File: src/rtl/inst_fetch.sv
// Instruction fetch front end: owns the PC, reads inst_mem combinationally,
// buffers {pc, inst} pairs in a small FIFO and hands them to decode.
//
// Decode handshake: out_valid marks a valid FIFO head; a transfer happens on
// a rising edge where out_valid && out_ready. out_valid never depends on
// out_ready, and out_pc/out_inst stay stable while out_valid && !out_ready.
module inst_fetch #(
  parameter logic [31:0] RESET_PC   = 32'h0000_0000,
  parameter int unsigned FIFO_DEPTH = 2
) (
  input  logic        clk,
  input  logic        reset,
  output logic [31:0] imem_addr,
  input  logic [31:0] imem_inst,
  input  logic        redirect_valid,
  input  logic [31:0] redirect_pc,
  output logic        out_valid,
  input  logic        out_ready,
  output logic [31:0] out_inst,
  output logic [31:0] out_pc,
  output logic        halted,
  output logic [31:0] fetch_count,
  output logic [1:0]  dbg_state_o
);

  localparam int unsigned PTR_W = $clog2(FIFO_DEPTH);
  localparam int unsigned CNT_W = $clog2(FIFO_DEPTH) + 1;
  localparam logic [CNT_W-1:0] DEPTH_C = CNT_W'(FIFO_DEPTH);

  typedef enum logic [1:0] {
    S_IDLE = 2'd0,
    S_RUN  = 2'd1,
    S_HALT = 2'd2
  } state_e;

  state_e             state_q, state_d;
  logic [31:0]        pc_q, pc_d;
  logic [31:0]        fc_q, fc_d;
  logic [PTR_W-1:0]   rd_q, rd_d, wr_q, wr_d;
  logic [CNT_W-1:0]   cnt_q, cnt_d;
  logic [31:0]        mem_pc_q   [FIFO_DEPTH];
  logic [31:0]        mem_pc_d   [FIFO_DEPTH];
  logic [31:0]        mem_inst_q [FIFO_DEPTH];
  logic [31:0]        mem_inst_d [FIFO_DEPTH];
  logic               out_valid_q, out_valid_d;
  logic [31:0]        out_pc_q, out_pc_d;
  logic [31:0]        out_inst_q, out_inst_d;
  logic               pop, push;

  // Next-state: FSM, PC, FIFO pointers/storage and the registered head view.
  always_comb begin
    state_d    = state_q;
    pc_d       = pc_q;
    fc_d       = fc_q;
    rd_d       = rd_q;
    wr_d       = wr_q;
    cnt_d      = cnt_q;
    mem_pc_d   = mem_pc_q;
    mem_inst_d = mem_inst_q;
    out_pc_d   = out_pc_q;
    out_inst_d = out_inst_q;
    push       = 1'b0;
    pop        = out_valid_q && out_ready;

    // A pop completes even when a redirect clears the FIFO below.
    if (pop) begin
      rd_d  = rd_q + PTR_W'(1);
      cnt_d = cnt_q - CNT_W'(1);
    end

    case (state_q)
      S_IDLE: begin
        // Single bubble after reset; redirects are ignored here.
        state_d = S_RUN;
      end
      S_RUN, S_HALT: begin
        if (redirect_valid) begin
          rd_d    = '0;
          wr_d    = '0;
          cnt_d   = '0;
          pc_d    = redirect_pc & 32'hFFFF_FFFC;
          state_d = S_RUN;
        end else if (state_q == S_RUN) begin
          if (imem_inst == 32'h0) begin
            state_d = S_HALT;
          end else if ((cnt_q != DEPTH_C) || pop) begin
            push = 1'b1;
          end
        end
      end
      default: state_d = S_IDLE;
    endcase

    if (push) begin
      mem_pc_d[wr_q]   = pc_q;
      mem_inst_d[wr_q] = imem_inst;
      wr_d             = wr_q + PTR_W'(1);
      cnt_d            = cnt_d + CNT_W'(1);
      pc_d             = pc_q + 32'd4;
      fc_d             = fc_q + 32'd1;
    end

    // Head registers follow the next head; they hold when the FIFO empties.
    out_valid_d = (cnt_d != '0);
    if (out_valid_d) begin
      out_pc_d   = mem_pc_d[rd_d];
      out_inst_d = mem_inst_d[rd_d];
    end
  end

  // State registers with synchronous active-low reset.
  always_ff @(posedge clk) begin
    if (!reset) begin
      state_q     <= S_IDLE;
      pc_q        <= RESET_PC;
      fc_q        <= '0;
      rd_q        <= '0;
      wr_q        <= '0;
      cnt_q       <= '0;
      out_valid_q <= 1'b0;
      out_pc_q    <= '0;
      out_inst_q  <= '0;
      for (int i = 0; i < int'(FIFO_DEPTH); i++) begin
        mem_pc_q[i]   <= '0;
        mem_inst_q[i] <= '0;
      end
    end else begin
      state_q     <= state_d;
      pc_q        <= pc_d;
      fc_q        <= fc_d;
      rd_q        <= rd_d;
      wr_q        <= wr_d;
      cnt_q       <= cnt_d;
      out_valid_q <= out_valid_d;
      out_pc_q    <= out_pc_d;
      out_inst_q  <= out_inst_d;
      mem_pc_q    <= mem_pc_d;
      mem_inst_q  <= mem_inst_d;
    end
  end

  assign imem_addr   = pc_q;
  assign out_valid   = out_valid_q;
  assign out_pc      = out_pc_q;
  assign out_inst    = out_inst_q;
  assign halted      = (state_q == S_HALT);
  assign fetch_count = fc_q;
  assign dbg_state_o = state_q;

endmodule
File: config.mk
export PLATFORM = sky130hd
export DESIGN_NAME = inst_fetch
export DESIGN_NICKNAME = d
export VERILOG_FILES = /design/src/rtl/inst_fetch.sv
export SDC_FILE = /design/constraint.sdc
export NUM_CORES = 1
export LEC_CHECK = 0
export ABC_AREA = 0
export CORE_MARGIN = 2
export CORE_UTILIZATION = 49
export CTS_CLUSTER_SIZE = 10
export DETAILED_ROUTE_END_ITERATION = 16
export PLACE_DENSITY = 0.77
export SYNTH_ARGS = -nofsm -noshare
export SYNTH_HDL_FRONTEND = slang
export SYNTH_SLANG_ARGS = --single-unit
File: constraint.sdc
create_clock -name clk -period 2.46 [get_ports clk]
set_clock_uncertainty 0.05 [all_clocks]
set_input_delay 0.492 -clock clk [delete_from_list [all_inputs] [get_ports clk]]
set_output_delay 0.492 -clock clk [all_outputs]
set_load 0.01 [all_outputs]
==> flow_summary_export.csv <==
group,metric,value,unit
timing,fmax,0.4090,GHz
floorplanning,die_width,165.1,um
setup_path,critPathKind,"register to register",
setup_path,rrSetupSlack,0.01,ns
logic_synthesis,synth-async-reset-ratio,0,%
floorplanning,initial_core_util,50.20,%
setup_path,slowest_stage,"dfxtp_2",
floorplanning,num_rows,58,
grt,grt_pass1_vias,12738,
route,postRouteAntennaNets,0,
grt,grt_max_degree,84,
setup_path,rr_startpoint,"dbg_state_o[1]",
floorplanning,die_y,165.1,um
timing,relSlewSlack,55.65,%
route,drt-initial-drc-count,1379,
min_path,hold_class,"input port to register",
finish,layout.cells.non_filler,2175,
timing,worstMarginPinSlew,0.6653,ns
setup_path,path_cells,"inv_2 -> ha_4 -> nand3b_1 -> a21o_1 -> a21oi_4 -> nor2_4 -> buf_12 -> a221o_1 -> a32o_1",
timing,rsz0062_at_grt,"yes",
logic_synthesis,yosysUniqueCellTypes,72,
timing,whs,0.2720,ns
floorplanning,dieArea,27250,um^2
finish,multi_input_area,6902,um^2
timing,hold_viol_final,0,
place,place_congestion,0.9045,
finish,nNetsFinal,1914,
setup_path,slowest_delay,0.33,ns
route,wl,42300,um
setup_path,cp-start-kind,"register",
grt,antenna_found_initial,1,
place,io_buffers,195,
clock_tree,cts_buffers,30,
power,pwr_density_cell,592.1,nW/um^2
setup_path,arrival,2.83,ns
place,pre_cts_slack,-0.7225,ns
logic_synthesis,ys_ff_latch,261,
setup_path,critPathLaunch,"dbg_state_o[1]",
clock_tree,root_buffer,"clkbuf_16",
setup_path,crit_end,"out_pc[17]",
setup_path,cp_max_fo,24,
clock_tree,clk-insertion-delay-late,0.55,ns
status,run_status,"finished, final reports clean",
setup_path,rr_endpoint,"out_pc[17]",
clock_tree,clk_pin_slew,0.05,ns
clock_tree,cts.path.max_buffers,3,
finish,antenna_cells,0,
place,dp.cells,2118,
route,routedWlPerCell,19.45,um
route,firstDrtPassIters,6,
logic_synthesis,syn_area,12710,um^2
setup_path,r2r_cells,9,
floorplanning,core,25330,um^2
timing,min_period,2.445,ns
clock_tree,cts.hold.buffers_added,0,
clock_tree,cts.sink_count,261,
finish,area_growth,34.43,%
route,drcViolationCount,0,
timing,fin_crit_sh,99.40,%
grt,grt_pass1_wl,66190,um
logic_synthesis,avgSynthCellArea,7.911,um^2
clock_tree,cts_tree,"yes",
timing,maxSlewViolCount,0,
power,vdd_ir_drop_max,0.0004676,V
finish,final_util,67.48,%
grt,grtUsageTotal,30.02,%
logic_synthesis,synth_edf_count,0,
clock_tree,cts_htree_levels,1,
setup_path,cp_data_required_time,2.85,ns
power,power.total,10.12,mW
place,place_area,15830,um^2
logic_synthesis,ys.flop_type,"dfxtp_1",
logic_synthesis,synth_seq_area_share,41.10,%
setup_path,crit_path_end_kind,"register",
power,leakage,6.194,nW
finish,regArea,5231,um^2
timing,setup_tns,0,ns
logic_synthesis,synth_cells,1607,
floorplanning,ioPinCount,200,
timing,setup_viol,0,
place,hpwl,26210,um
setup_path,crit_cells,9,
finish,fin_area,17090,um^2
route,vias,13419,
finish,nFillCells,1986,
job,maxCapViolations,0,
setup_path,path_delay_family,"compound AO/OA/AOI/OAI gates",
setup_path,cp.buffers_inverters,2,
grt,grt.overflow.total,0,
timing,setup_ws,0.01473,ns
finish,layout-drive-gt1-share,13.01,%
route,routed_via_density,6.170,
logic_synthesis,yosys_warnings,0,
## cells in the mapped netlist (9+ instances only)
cell / count / area share, %
o21ai_0: 33 / 1.3
and2_1: 11 / 0.54
a21oi_1: 228 / 9.0
buf_4: 12 / 0.71
nor2_1: 103 / 3.0
a32o_1: 59 / 4.6
or3_1: 11 / 0.54
nand2_1: 349 / 10
a211oi_1: 10 / 0.59
xor2_1: 16 / 1.1
buf_2: 30 / 1.2
nand4_1: 15 / 0.74
a221o_1: 59 / 4.6
o21bai_1: 62 / 3.7
dfxtp_1: 261 / 41
nor3_1: 70 / 2.8
nand3_1: 19 / 0.75
and3_1: 15 / 0.74
clkbuf_1: 95 / 2.8
buf_6: 9 / 0.80
nor4_1: 11 / 0.54
## power breakdown
| part | total, mW | internal [mW] | leakage (nW) | switching, mW |
|---|---|---|---|---|
| Clock | 3.93 | 2.25 | 0.399 | 1.68 |
| Sequential | 4.44 | 4.32 | 2.11 | 0.115 |
| Combinational | 1.75 | 0.784 | 3.69 | 0.969 |
| Total | 10.1 | 7.36 | 6.19 | 2.76 |
## what timing repair did
item / CTS / global route
resized for setup: 29 / 36
pin swaps: 7 / 16
cloned: 3 / 2
buffers inserted: 8 / 7
setup endpoints to repair: 116 / 144
## worst register-to-register path, stage by stage, from the launching register on
cell      delay, ns
dfxtp_2        0.33
inv_2          0.05
ha_4           0.26
nand3b_1       0.21
a21o_1         0.27
a21oi_4        0.27
nor2_4         0.12
buf_12         0.18
a221o_1        0.33
a32o_1         0.26
## cell type report
class	instances	area share, %
Multi-Input combinational cell	1181	40.38
Sequential cell	261	30.61
Timing Repair Buffer	356	21.62
Clock buffer	37	4.729
Tap cell	330	2.416
Inverter	9	0.2123
Clock inverter	1	0.02928
## cells in the final DEF (no fill, tap or decap), types with 5 or more instances in the layout
cell	Yosys	final
buf_12	0	32
clkbuf_16	0	33
o211ai_1	7	7
nor4_4	3	7
a21oi_1	228	228
o21bai_1	62	62
buf_4	12	120
xor2_1	16	16
a221o_1	59	59
o21ai_0	33	33
xnor2_1	5	5
clkdlybuf4s50_1	0	163
and3_1	15	15
dlymetal6s2s_1	0	20
buf_6	9	5
o21a_1	7	6
nand4_1	15	15
nand3_1	19	19
inv_1	8	6
nor2_1	103	101
nor4_1	11	10
or3_1	11	10
nor3_1	70	68
dfxtp_1	261	258
and4_1	7	6
a211oi_1	10	10
dlygate4sd2_1	0	12
clkbuf_1	95	5
a32o_1	59	59
nand2_1	349	347
and2_1	11	10
a31oi_1	8	8
## logic make-up (layout without fill, tap and decap cells)
| kind of cell | after synthesis | after routing | share of synthesized area, % |
|---|---|---|---|
| flops | 261 | 261 | 41.10 |
| other cells | 1 | 2 | 0.02950 |
| compound gates | 504 | 504 | 27.18 |
| mux | 5 | 5 | 0.4133 |
| fa+ha+maj | 7 | 7 | 0.6889 |
| buf+inv | 166 | 403 | 6.112 |
| xor+xnor | 21 | 21 | 1.447 |
| simple gates | 642 | 642 | 23.03 |
## how the worst min path moves through the flow
stage	to	startpoint	slack, ns	depth (start not counted)
after floorplan	mem_pc_q[60]	mem_pc_q[60]	0.39	2
after global placement	mem_inst_q[51]	mem_inst_q[51]	0.39	2
after detailed placement	mem_inst_q[52]	mem_inst_q[52]	0.40	2
after CTS	mem_inst_q[8]	imem_inst[8]	0.35	3
after global routing	mem_inst_q[24]	imem_inst[24]	0.29	3
final	mem_inst_q[56]	imem_inst[24]	0.27	3
## registers in the layout, indices dropped and copies added, names as in the netlist
name / flops
out_valid: 1
dbg_state_o: 2
fetch_count: 32
out_pc: 32
wr_q: 1
mem_inst_q: 64
cnt_q: 2
mem_pc_q: 64
rd_q: 1
out_inst: 32
imem_addr: 30
## metal layers
metal  up-vias  GRT usage (%)  wire length [um]
met5         -              0                 7
met4         2          10.75              1199
met3       101          6.668              4296
met2       690          49.45             19860
met1      6387          38.71             16940
li1       6239              -                 -
No activity file was read; power rests on OpenSTA's default activity.
